<file path="config.mk">
export PLATFORM = sky130hd
export DESIGN_NAME = calc_seq_engine
export DESIGN_NICKNAME = d
export VERILOG_FILES = /design/src/rtl/calc_seq_engine.sv
export SDC_FILE = /design/constraint.sdc
export NUM_CORES = 1
export LEC_CHECK = 0
export CAP_MARGIN = 20
export CORE_MARGIN = 3
export CORE_UTILIZATION = 45
export DETAILED_ROUTE_END_ITERATION = 8
export PLACE_DENSITY_LB_ADDON = 0.12
export SLEW_MARGIN = 20
export SYNTH_ARGS = -nofsm -noshare
export SYNTH_HDL_FRONTEND = slang
export SYNTH_SLANG_ARGS = --single-unit
export TNS_END_PERCENT = 20
</file>
<file path="constraint.sdc">
create_clock -name clk -period 3.1 [get_ports clk]
set_input_delay 0.62 -clock clk [delete_from_list [all_inputs] [get_ports clk]]
set_output_delay 0.62 -clock clk [all_outputs]
set_load 0.03 [all_outputs]
</file>
<file path="src/rtl/calc_seq_engine.sv">
// Sequential calculator: ADD/SUB in one step, shift-add MUL and restoring DIV/MOD one bit per cycle.
// Every operation uses a start/DONE handshake; results hold until the next operation completes.
module calc_seq_engine #(
  parameter int unsigned WIDTH = 8
) (
  input  logic                 clk,
  input  logic                 rst_n,
  input  logic                 start,
  input  logic [WIDTH-1:0]     A,
  input  logic [WIDTH-1:0]     B,
  input  logic [2:0]           OP,
  input  logic                 SIGNED,
  output logic [2*WIDTH-1:0]   RESULT,
  output logic [WIDTH-1:0]     REMAINDER,
  output logic                 BUSY,
  output logic                 DONE,
  output logic                 DIV_BY_ZERO,
  output logic                 OVERFLOW
);

  localparam int unsigned W2 = 2 * WIDTH;
  localparam int unsigned CW = $clog2(WIDTH + 1);

  localparam logic [2:0] OP_ADD = 3'b000;
  localparam logic [2:0] OP_SUB = 3'b001;
  localparam logic [2:0] OP_MUL = 3'b010;
  localparam logic [2:0] OP_DIV = 3'b011;
  localparam logic [2:0] OP_MOD = 3'b100;

  typedef enum logic [1:0] {S_IDLE, S_EXEC, S_FIN} state_t;

  state_t r_state, w_next;
  logic   w_accept, w_iter, w_fin;

  logic [WIDTH-1:0] r_a, r_b, r_mag_b, r_work, r_rem, r_q;
  logic [2:0]       r_op;
  logic             r_signed, r_neg_a, r_neg_b;
  logic [W2-1:0]    r_mcand, r_acc;
  logic [CW-1:0]    r_cnt;

  logic [W2-1:0]    r_result;
  logic [WIDTH-1:0] r_remainder;
  logic             r_busy, r_done, r_dbz, r_ovf;

  // Operand magnitudes taken at accept time
  logic             w_in_neg_a, w_in_neg_b;
  logic [WIDTH-1:0] w_in_mag_a, w_in_mag_b;

  assign w_in_neg_a = SIGNED & A[WIDTH-1];
  assign w_in_neg_b = SIGNED & B[WIDTH-1];
  assign w_in_mag_a = w_in_neg_a ? (~A + WIDTH'(1)) : A;
  assign w_in_mag_b = w_in_neg_b ? (~B + WIDTH'(1)) : B;

  // Only MUL and non-zero-divisor DIV/MOD need the bit-serial iterations
  logic w_iter_op, w_div_op, w_b_zero;
  assign w_div_op  = (r_op == OP_DIV) || (r_op == OP_MOD);
  assign w_b_zero  = (r_b == '0);
  assign w_iter_op = (r_op == OP_MUL) || (w_div_op && !w_b_zero);

  always_ff @(posedge clk or negedge rst_n) begin
    if (!rst_n) r_state <= S_IDLE;
    else        r_state <= w_next;
  end

  always_comb begin
    w_next   = r_state;
    w_accept = 1'b0;
    w_iter   = 1'b0;
    w_fin    = 1'b0;
    case (r_state)
      S_IDLE: begin
        if (start) begin
          w_accept = 1'b1;
          w_next   = S_EXEC;
        end
      end
      S_EXEC: begin
        if (!w_iter_op || (r_cnt == CW'(WIDTH))) begin
          w_fin  = 1'b1;
          w_next = S_FIN;
        end else begin
          w_iter = 1'b1;
        end
      end
      S_FIN:   w_next = S_IDLE;
      default: w_next = S_IDLE;
    endcase
  end

  // Restoring-division step: bring down the next dividend bit, subtract if it fits
  logic [WIDTH:0]   w_div_trial;
  logic             w_div_ge;
  logic [WIDTH-1:0] w_div_sub, w_div_rem_nxt;

  assign w_div_trial   = {r_rem, r_work[WIDTH-1]};
  assign w_div_ge      = (w_div_trial >= {1'b0, r_mag_b});
  assign w_div_sub     = WIDTH'(w_div_trial - {1'b0, r_mag_b});
  assign w_div_rem_nxt = w_div_ge ? w_div_sub : w_div_trial[WIDTH-1:0];

  // Final result formation
  logic [WIDTH:0]   w_ea, w_eb, w_sum, w_qx, w_quot;
  logic [W2-1:0]    w_prod;
  logic [WIDTH:0]   w_prod_hi;
  logic [WIDTH-1:0] w_remv;
  logic [W2-1:0]    w_res;
  logic [WIDTH-1:0] w_rem_out;
  logic             w_dbz, w_ovf;

  assign w_ea      = r_signed ? {r_a[WIDTH-1], r_a} : {1'b0, r_a};
  assign w_eb      = r_signed ? {r_b[WIDTH-1], r_b} : {1'b0, r_b};
  assign w_sum     = (r_op == OP_SUB) ? (w_ea - w_eb) : (w_ea + w_eb);
  assign w_prod    = (r_neg_a ^ r_neg_b) ? (~r_acc + W2'(1)) : r_acc;
  assign w_prod_hi = w_prod[W2-1:WIDTH-1];
  // Quotient is kept at WIDTH+1 bits so MIN / -1 yields +2^(WIDTH-1) exactly
  assign w_qx      = {1'b0, r_q};
  assign w_quot    = (r_neg_a ^ r_neg_b) ? (~w_qx + (WIDTH+1)'(1)) : w_qx;
  assign w_remv    = r_neg_a ? (~r_rem + WIDTH'(1)) : r_rem;

  always_comb begin
    w_res     = '0;
    w_rem_out = '0;
    w_dbz     = 1'b0;
    w_ovf     = 1'b0;
    case (r_op)
      OP_ADD, OP_SUB: begin
        w_res = {{(WIDTH-1){w_sum[WIDTH] & r_signed}}, w_sum};
        w_ovf = r_signed ? (w_sum[WIDTH] ^ w_sum[WIDTH-1]) : w_sum[WIDTH];
      end
      OP_MUL: begin
        w_res = w_prod;
        w_ovf = r_signed ? !((&w_prod_hi) || !(|w_prod_hi)) : (|w_prod[W2-1:WIDTH]);
      end
      OP_DIV, OP_MOD: begin
        if (w_b_zero) begin
          w_res     = '1;
          w_rem_out = r_a;
          w_dbz     = 1'b1;
        end else begin
          w_rem_out = w_remv;
          if (r_op == OP_DIV) begin
            w_res = {{(WIDTH-1){w_quot[WIDTH] & r_signed}}, w_quot};
            w_ovf = r_signed & (w_quot[WIDTH] ^ w_quot[WIDTH-1]);
          end else begin
            w_res = {{WIDTH{w_remv[WIDTH-1] & r_signed}}, w_remv};
          end
        end
      end
      default: ;
    endcase
  end

  // Operand capture, bit-serial datapath and registered outputs
  always_ff @(posedge clk or negedge rst_n) begin
    if (!rst_n) begin
      r_a         <= '0;
      r_b         <= '0;
      r_op        <= '0;
      r_signed    <= 1'b0;
      r_neg_a     <= 1'b0;
      r_neg_b     <= 1'b0;
      r_mag_b     <= '0;
      r_work      <= '0;
      r_mcand     <= '0;
      r_acc       <= '0;
      r_rem       <= '0;
      r_q         <= '0;
      r_cnt       <= '0;
      r_result    <= '0;
      r_remainder <= '0;
      r_busy      <= 1'b0;
      r_done      <= 1'b0;
      r_dbz       <= 1'b0;
      r_ovf       <= 1'b0;
    end else begin
      r_done <= w_fin;
      if (w_accept) begin
        r_a      <= A;
        r_b      <= B;
        r_op     <= OP;
        r_signed <= SIGNED;
        r_neg_a  <= w_in_neg_a;
        r_neg_b  <= w_in_neg_b;
        r_mag_b  <= w_in_mag_b;
        r_work   <= (OP == OP_MUL) ? w_in_mag_b : w_in_mag_a;
        r_mcand  <= {{WIDTH{1'b0}}, w_in_mag_a};
        r_acc    <= '0;
        r_rem    <= '0;
        r_q      <= '0;
        r_cnt    <= '0;
        r_busy   <= 1'b1;
      end else if (r_state == S_FIN) begin
        r_busy <= 1'b0;
      end
      if (w_iter) begin
        r_cnt <= r_cnt + CW'(1);
        if (r_op == OP_MUL) begin
          if (r_work[0]) r_acc <= r_acc + r_mcand;
          r_mcand <= r_mcand << 1;
          r_work  <= r_work >> 1;
        end else begin
          r_rem  <= w_div_rem_nxt;
          r_q    <= {r_q[WIDTH-2:0], w_div_ge};
          r_work <= r_work << 1;
        end
      end
      if (w_fin) begin
        r_result    <= w_res;
        r_remainder <= w_rem_out;
        r_dbz       <= w_dbz;
        r_ovf       <= w_ovf;
      end
    end
  end

  assign RESULT      = r_result;
  assign REMAINDER   = r_remainder;
  assign BUSY        = r_busy;
  assign DONE        = r_done;
  assign DIV_BY_ZERO = r_dbz;
  assign OVERFLOW    = r_ovf;

endmodule

</file>
After elaboration in Yosys (flattened, before gate mapping)
Index checks and enable logic that the tools add are counted.
- multiplexer cells: 51
- $lt $le $gt $ge: 1
- $add $sub $neg: 10
- bitwise operators: 14
- eq/ne operators: 10
- reduce and logical (&&, ||, !) cells: 20
- operators by type and width (operator ; count):
    2-to-1 mux 16 bit ; 10
    2-to-1 mux 8 bit ; 16
    one-hot mux 16 bit (3 select lines) ; 1
    2-to-1 mux 9 bit ; 4
    adder 8 x 1 -> 8 bit, second input constant ; 3
    NOT 8 bit ; 3
    adder 16 x 1 -> 16 bit, second input constant ; 1
    adder 16 bit ; 1
    NOT 16 bit ; 1
    2-to-1 mux 1 bit ; 14
    adder 9 x 1 -> 9 bit, second input constant ; 1
    adder 9 bit ; 1
    == test 3 x 2 -> 1 bit, second input constant ; 3
    >= comparator 9 x 8 -> 1 bit ; 1
    NOT 8 -> 9 bit ; 1
    AND reduction 9 bit ; 1
    OR reduction 9 bit ; 1
    subtractor 9 bit ; 1
    logical NOT 8 bit ; 1
    2-to-1 mux 4 bit ; 2
    OR reduction 8 bit ; 1
    subtractor 8 bit ; 1
    AND 1 bit ; 6
    adder 4 x 1 -> 4 bit, second input constant ; 1
    18 further kinds ; 30
- word-level logic and storage cells: 126
- register bits: 120
- input port bits: 23

Longest topological paths before layout
Gate-level depths: netlist of the first run.
- word-level depth: 9
- depth in mapped cells: 15

Worst setup path before layout of the first run
Ideal clock, no wire load.
- path type: register -> register
- start: register r_op[0]
- end: register r_result[8] (netlist: RESULT[8])
- path slack: 0.274 ns
- data required time: 2.965 ns
- stages on the path, launching flop included: 15
- arrival: 2.691 ns
- setup time: 0.135 ns
- cells stage by stage: dfrtp_1 clkbuf_8 inv_1 nor3_1 nor2_1 xnor2_1 ha_1 nor2b_1 o21ai_0 a21oi_1 o41ai_1 xnor2_1 o22ai_1 a22oi_4 o221ai_2
- cells in the longest elaborated chain, start to end: 8
- elaborated cells between the ends (all ways): 18
- classes of those cells: 4 x eq/ne; 6 x mux; 8 x reduce/logical
- RTL lines (what ; RTL line ; text):
    start, declared ; 36 ; logic [2:0] r_op;
    start signal, assigned ; 157 ; r_op <= '0;
    start signal, assigned ; 179 ; r_op <= OP;
    == test 3 x 2 -> 1 bit / == test 3 bit (equally long branches) ; 56, 124, 140 ;
    logical OR 1 bit ; 56 ; assign w_div_op = (r_op == OP_DIV) || (r_op == OP_MOD);
    logical AND 1 bit ; 58 ; assign w_iter_op = (r_op == OP_MUL) || (w_div_op && !w_b_zero);
    logical OR 1 bit ; 58 ;
    logical NOT 1 bit ; 78 ; if (!w_iter_op || (r_cnt == CW'(WIDTH))) begin
    logical OR 1 bit ; 78 ;
    2-to-1 mux 1 bit ; 78 ;
    2-to-1 mux 1 bit ; 70 ; case (r_state)
    end signal, assigned ; 207 ; r_result <= w_res;
    end, declared ; 41 ; logic [W2-1:0] r_result;
Several ways; a longest one is shown, not always the timed one.
A chain may end at the register's enable or synchronous reset.

Worst setup path in the final report of the first run
- start: register r_b[1]
- end: register r_result[13] (netlist: RESULT[13])
- cells in the longest elaborated chain, start to end: 8
- elaborated cells between the ends (all ways): 15
- classes of those cells: 2 x add/sub; 6 x mux; 1 x bitwise; 6 x reduce/logical
- RTL lines (what ; RTL line ; text):
    start, declared ; 35 ; logic [WIDTH-1:0] r_a, r_b, r_mag_b, r_work, r_rem, r_q;
    start signal, assigned ; 156 ; r_b <= '0;
    start signal, assigned ; 178 ; r_b <= B;
    parallel branches: the longest is 8 deep, another holds adder 9 bit ; - ;
Parallel ways; which one is timed is not known.

==> run summary, run 1 <==
The remaining global-route overflow came out at 0. The ratio of cells with drive above 1 in the final layout is 0.0948. The final estimated routing congestion in global placement is 0.855. For the pin with the worst max-slew slack, the measured transition is 972 ps. The clock period minus final worst setup slack came out at 2940 ps. At the worst endpoint, the required time is 3370 ps. The share of the synthesized area in the top cell type came out at 0.376. The total die area came out at 0.0192 sq mm. The number of antenna cells inserted came out at 0. The residual antenna-violating net count after detailed routing is 0. The iteration count of the initial detailed-routing pass is 5.

The wire length reported by the detailed router is 21200 um. The min-delay analysis places its worst path in the category in -> async. The largest net degree at the start of global routing came out at 85. The top-level port count is 51. The share of flip-flops with an asynchronous set or reset after synthesis is 1.00.

Across all register-to-register paths, the minimum setup slack is 160 ps. The width of the die is 139 um. Relative to the synthesized area, the layout overhead comes to 19.4%. The net count after synthesis is 1002.

Setup violations remaining at the end of the flow were counted as 0. Synthesis produced 937 cells. The per-cell routed wire length is 17.2 um. The count of unresolved DRC violations after routing came out at 0.

By area the synthesized netlist is led by sky130_fd_sc_hd__dfrtp_1, sky130_fd_sc_hd__nand2_1, sky130_fd_sc_hd__o21ai_0, sky130_fd_sc_hd__ha_1, sky130_fd_sc_hd__xnor2_1. Timing would allow up to 340 MHz. The hold buffer count at cts is 0. The most numerous cell in the Yosys netlist is sky130_fd_sc_hd__nand2_1. The worst voltage drop across the vdd grid is 0.575 mV. The worst register-to-register path ends at RESULT[13]. The setup TNS is 0 ps.

The final clock skew came out at 15.4 ps. The post-route clock period utilization is 0.948. The number of warnings reported in the yosys synthesis log came out at 0.

The ratio of total power to cell area came out at 1150 mW/mm^2. The largest fanout on the critical path came out at 8. In the synthesized netlist the dominant register cell turns out to be sky130_fd_sc_hd__dfrtp_1. The flow ran to the end, and the final reports show no timing, DRC or antenna violations.

The headroom to the max-slew limit is 0.345. The fraction of the yosys area taken by sequential cells came out at 0.376. The height of the chip is 139 um. The count of max-cap constraint violations came out at 0.

The mapped netlist covers 0.00792 sq mm. The cell count of the worst reg-to-reg path is 12. The number of violations reported at the end of detailed-routing iteration 0 is 405. The final-report max-slew violation count came to 0.

STA puts the critical path data arrival time at 3210 ps. The number of antenna violations at the first check in global routing is 0. The number of buffers inserted during clock tree synthesis is 17.

In the final design database the tool counted 1065 nets. The number of I/O port buffers is 50. The clock insertion delay at the later pin of the skew report is 430 ps. The effective utilization at floorplan is 0.469. The worst setup path is of the reg -> reg kind.

The cell sitting at the root of the clock tree is a sky130_fd_sc_hd__clkbuf_16. The detailed-placement wirelength estimate is 15800 um. The wire length of the first global-routing pass is 34700 um. The level count of the clock H-tree is 4.

The number of global-route vias before repair was 6587. The TritonCTS clock tree is yes. The startpoint of the lowest-slack register-to-register path is r_b[1]. Setup repair after global routing left no endpoint under its margin.

The number of buffers between clock root and the deepest sink is 2. The floorplan has 47 rows. The via count is 6874. The worst setup path is launched from a flip-flop. sky130_fd_sc_hd__dfrtp_1 takes more of the synthesized area than any other cell.

For this design, the sink count on the clock tree is 119. After floorplanning, the core was sized to cover 0.0169 sq mm. Yosys mapped a number of flops with a built-in enable equal to 0.

Dividing the detail-routed via count by the number of cells gives 5.58. The synthesized area per cell came out at 8.45 sq um. STA classifies the critical path endpoint as a flip-flop. The worst slack at placement came out at 80.6 ps. The count of cell types in the netlist came out at 70. The static leakage is 0.00417 uW. The global router's overall resource usage is 0.223.

Synthesis inferred 119 register bits. The clock transition at the register clock pins on the worst setup and hold paths after CTS came out at 60 ps. The final worst-path setup slack is 160 ps.

After synthesis, the most frequently instantiated cells are sky130_fd_sc_hd__nand2_1, sky130_fd_sc_hd__dfrtp_1, sky130_fd_sc_hd__o21ai_0. The number of hold violations in the final report came out at 0.
[flip-flops by register name, indices dropped and copies added (netlist names), 2 cells and up]
name,cells
r_rem,8
REMAINDER,8
r_q,8
r_a,8
r_b,8
r_op,3
r_state,2
r_acc,16
r_mcand,16
RESULT,16
r_cnt,4
r_work,8
r_mag_b,7
[power breakdown]
| part | internal (uW) | switching [uW] | total (uW) |
|---|---|---|---|
| Sequential | 2070 | 515 | 2580 |
| Clock | 1400 | 767 | 2160 |
| Combinational | 2530 | 3560 | 6090 |
[worst max-delay path: stages, from the launching register on]
cell and delay, ps:
sky130_fd_sc_hd__dfrtp_1 430, sky130_fd_sc_hd__inv_1 130, sky130_fd_sc_hd__ha_2 280, sky130_fd_sc_hd__a21o_1 190
sky130_fd_sc_hd__fa_1 440, sky130_fd_sc_hd__nor2b_1 130, sky130_fd_sc_hd__o21ai_1 80, sky130_fd_sc_hd__a21oi_1 220
sky130_fd_sc_hd__o41ai_2 100, sky130_fd_sc_hd__xnor2_1 230, sky130_fd_sc_hd__o22ai_2 140, sky130_fd_sc_hd__a22oi_4 290
sky130_fd_sc_hd__o21ai_1 120
[layer usage]
| metal | GRT usage | vias up | routed length, um |
|---|---|---|---|
| met4 | 0.0742 | 0 | 484 |
| li1 | - | 3443 | - |
| met3 | 0.0379 | 32 | 787 |
| met5 | 0 | - | 0 |
| met1 | 0.326 | 3239 | 10600 |
| met2 | 0.336 | 160 | 9360 |
[placed cells by master (no fill, tap or decap), types with 7 or more instances in the layout]
cell type                         count
sky130_fd_sc_hd__nor2b_1             15
sky130_fd_sc_hd__a21oi_1             50
sky130_fd_sc_hd__nor2_1              68
sky130_fd_sc_hd__nor4_1               9
sky130_fd_sc_hd__dfrtp_1            119
sky130_fd_sc_hd__nor3_1              16
sky130_fd_sc_hd__mux2i_1             20
sky130_fd_sc_hd__nand2_1            144
sky130_fd_sc_hd__a31oi_1             15
sky130_fd_sc_hd__clkdlybuf4s50_1     49
sky130_fd_sc_hd__o21ai_1             12
sky130_fd_sc_hd__buf_4               35
sky130_fd_sc_hd__o21ai_0            104
sky130_fd_sc_hd__nand2b_1             8
sky130_fd_sc_hd__nand3_1             38
sky130_fd_sc_hd__o31ai_1             13
sky130_fd_sc_hd__ha_1                38
sky130_fd_sc_hd__a211oi_1            12
sky130_fd_sc_hd__xnor2_1             41
sky130_fd_sc_hd__o211ai_1             7
sky130_fd_sc_hd__inv_1               44
sky130_fd_sc_hd__clkbuf_16           17
sky130_fd_sc_hd__xor2_1              23
[worst max path at each step]
| stage | endpoint | cells after the start | slack (ps) | startpoint |
|---|---|---|---|---|
| finish | RESULT[13] | 12 | 160 | r_b[1] |
| global route | RESULT[13] | 13 | 7 | r_op[0] |
| CTS | RESULT[13] | 9 | 70 | r_b[5] |
| detailed placement | RESULT[12] | 13 | 80 | r_b[1] |
| global placement | RESULT[15] | 9 | 160 | r_b[5] |
| floorplan | RESULT[8] | 14 | 270 | r_op[0] |
[through the flow]
stage	hold WS (ps)	std cells	power [uW]	instance area, sq um	utilization
5_1_grt	71.1	1233	11700	9450	0.560
4_1_cts	61.9	1232	10700	9400	0.557
3_5_place_dp	470	1200	8450	8750	0.519
2_1_floorplan	324	937	6770	7920	-
6_report	70.4	1233	10800	9450	0.560
3_3_place_gp	454	1200	8410	8750	0.519
[cell families after synthesis]
family | after synthesis | share of synthesized area
XOR/XNOR | 64 | 0.0708
AO/OA/AOI/OAI | 260 | 0.200
flip-flops | 119 | 0.376
buffers and inverters | 86 | 0.0510
AND/OR/NAND/NOR | 343 | 0.204
adder cells (fa/ha/maj) | 42 | 0.0692
multiplexers | 23 | 0.0295
[timing repair]
action                                  CTS  global route
resized for setup                         0             9
setup buffers                             0             1
endpoints found under the setup margin    0            12
[cell type report]
| cell class | instances | area (sq um) |
|---|---|---|
| Fill cell | 1570 | 7420 |
| Sequential cell | 119 | 2980 |
| Timing Repair Buffer | 86 | 793 |
| Tap cell | 220 | 275 |
| Multi-Input combinational cell | 732 | 4590 |
| Clock buffer | 19 | 453 |
| Inverter | 44 | 165 |
| Clock inverter | 13 | 195 |
No activity file was read; power rests on OpenSTA's default activity.
==> run 2, diff against run 1 <==
==> constraint.sdc (replaced) <==
create_clock -name clk -period 3.6 [get_ports clk]
set_input_delay 0.72 -clock clk [delete_from_list [all_inputs] [get_ports clk]]
set_output_delay 0.72 -clock clk [all_outputs]
set_load 0.03 [all_outputs]
==> run 2 against run 1 <==
Against the previous run:
- global-route usage fell by 0.30 points
- hold slack better by 270 ps
- wire length fell by 2.2%
- via count fell by 2.0%
- sequential share of layout area grew 0.98 points
- critical path depth unchanged
- worst setup slack gained 130 ps
- non-clock buffer count decreased by 22
- critical path type unchanged
- largest cell class unchanged
- highest routed layer unchanged
==> run summary, run 2 (synthesis results as in run 1) <==
Buffers inserted during clock tree synthesis total 17. In this run the standard cell core region covers 0.0169 sq mm. The iteration count of the initial detailed-routing pass came out at 5.

The total die area came out at 0.0192 sq mm. The clock passes through at most 2 buffers. IR analysis of the VDD net gives a maximum drop of 0.515 mV. The via count is 6736. The level count of the clock H-tree came out at 4. The count of buffer and inverter cells on the critical path is 0. The ratio of cells with drive above 1 in the final layout came out at 0.0667.

Measured in cells, the most critical reg-to-reg path has a length of 12. The final clock skew is 8.02 ps. The class of the most critical setup path is reg -> reg. The total power is 8770 uW. The post-route clock period utilization is 0.918. The class of the most critical hold timing path is in -> async. The number of global-route vias before repair is 6417. The effective utilization at floorplan came out at 0.469. Clock-pin slew was measured on the worst setup and hold paths at 60 ps. The largest fanout on the critical path came out at 9. The leading cell type in the layout, fill and taps excluded is sky130_fd_sc_hd__nand2_1. The post-CTS repair timing setup buffer count is 0. At the pin with the least slew margin, the transition time is 907 ps. The height of the chip is 139 um. The worst hold slack is 339 ps.

After detailed placement, the total cell area comes to 0.00861 sq mm. Post-CTS repair changed the size of 0 cells. The wire length of the first global-routing pass is 34400 um. The number of antenna violations at the first check in global routing is 0.

After detailed routing, the number of vias per cell comes to 5.57. The cell total after placement is 1179. The count of max-cap constraint violations is 0.

Setup repair after global routing left no endpoint under its margin. The arrival time reported for the critical path endpoint came out at 3570 ps. The final non-filler cell area came out at 0.00917 sq mm. The global router's overall resource usage came out at 0.220. TritonCTS built the clock tree. The width of the die came out at 139 um. The per-cell routed wire length came out at 17.1 um.

In this run the power density over the cells is 956 mW/mm^2. The cell row count is 47. The remaining global-route overflow is 0. The highest attainable clock frequency came out at 303 MHz. The setup TNS is 0 ps.

The area growth from synthesis to layout is 15.8%. For this design, the CTS-stage hold fixing added 0 buffers. The worst setup path is launched from a flip-flop. The kind of cell with the highest combined delay along the critical path is compound AO/OA/AOI/OAI gates. The final-layout fill cell count came out at 1596.

The count of unresolved DRC violations after routing is 0. The largest individual stage delay along the critical path comes from the cell sky130_fd_sc_hd__dfrtp_1. The final-report max-slew violation count came out at 0.

The tree is rooted in a sky130_fd_sc_hd__clkbuf_16. The number of hold violations in the final report came out at 0. The count of clock tree sinks is 119. The critical path's largest stage delay came out at 480 ps. The residual antenna-violating net count after detailed routing came out at 0. The largest net degree at the start of global routing is 85.

The flow ran to the end, and the final reports show no timing, DRC or antenna violations. The detailed-placement wirelength estimate is 15500 um. The sort of element at the end of the critical path is a flip-flop. The final estimated routing congestion in global placement came out at 0.879. The signal on the critical path passes through nor2_1, nand2_1, a21o_1, fa_1, nor2b_1, o21ai_0, a21oi_1, o41ai_1, xnor2_1, o22ai_1, a22oi_4, o21ai_1. The wire length reported by the detailed router came out at 20700 um. The startpoint identified for the worst register-to-register timing path is r_op[1]. The headroom to the max-slew limit came out at 0.389. The static leakage came out at 0.00402 uW. The number of violations reported at the end of detailed-routing iteration 0 is 590.

The number of I/O port buffers came out at 50. 51 I/O pins were placed. The number of antenna cells inserted came out at 0. The critical path required time came out at 3870 ps. The worst reg-to-reg setup slack came out at 290 ps. The top cell types in the final layout, fill and taps aside, are sky130_fd_sc_hd__nand2_1, sky130_fd_sc_hd__dfrtp_1, sky130_fd_sc_hd__o21ai_0. The number of failing setup endpoints in the final timing report came out at 0.

The clock insertion delay at the later pin of the skew report came out at 420 ps. The clock period minus final worst setup slack is 3310 ps. The filler-free cell count of the finished design came out at 1210. The final net count came out at 1043.

In this run the critical register-to-register path is captured at RESULT[10].
==> run 2: worst max-delay path by stage <==
stage | start | slack, ps | end | depth (start not counted)
2_1_floorplan | r_op[0] | 770 | RESULT[8] | 14
3_3_place_gp | r_op[1] | 380 | RESULT[15] | 12
3_5_place_dp | r_op[1] | 320 | RESULT[14] | 12
4_1_cts | r_op[1] | 310 | RESULT[10] | 12
5_1_grt | r_op[1] | 40 | RESULT[14] | 12
6_report | r_op[1] | 290 | RESULT[10] | 12
==> run 2: cell type report <==
class | count | area [sq um] | area share
clock inverters | 11 | 108 | 0.0117
repair buffers | 64 | 641 | 0.0699
well taps | 220 | 275 | 0.0300
flip-flops and latches | 119 | 2980 | 0.325
inverters | 44 | 165 | 0.0180
multi-input cells | 732 | 4560 | 0.497
clock buffers | 20 | 447 | 0.0487
==> run 2: routing by layer <==
layer | vias to the layer above | GRT usage | wire length, um
met5 | - | 0 | 0
met4 | 0 | 0.0844 | 574
met3 | 40 | 0.0369 | 749
met2 | 145 | 0.319 | 8940
met1 | 3153 | 0.327 | 10500
li1 | 3398 | - | -
==> run 2: through the flow <==
step | worst slack, ps | utilization
after floorplan | 774 | -
after global placement | 381 | 0.510
after detailed placement | 324 | 0.510
after CTS | 305 | 0.543
after global routing | 37.7 | 0.543
final | 295 | 0.543
==> run 2: worst register-to-register path: stages (launching register included) <==
cell	delay, ps
sky130_fd_sc_hd__dfrtp_1	480
sky130_fd_sc_hd__nor2_1	360
sky130_fd_sc_hd__nand2_1	250
sky130_fd_sc_hd__a21o_1	270
sky130_fd_sc_hd__fa_1	430
sky130_fd_sc_hd__nor2b_1	140
sky130_fd_sc_hd__o21ai_0	110
sky130_fd_sc_hd__a21oi_1	210
sky130_fd_sc_hd__o41ai_1	110
sky130_fd_sc_hd__xnor2_1	250
sky130_fd_sc_hd__o22ai_1	170
sky130_fd_sc_hd__a22oi_4	280
sky130_fd_sc_hd__o21ai_1	120
==> run 2: power breakdown <==
group	switching, uW	leakage (uW)	total (uW)	internal [uW]
registers	494	0.00157	2270	1780
clock network	602	0.000279	1620	1020
logic	2880	0.00218	4870	2000
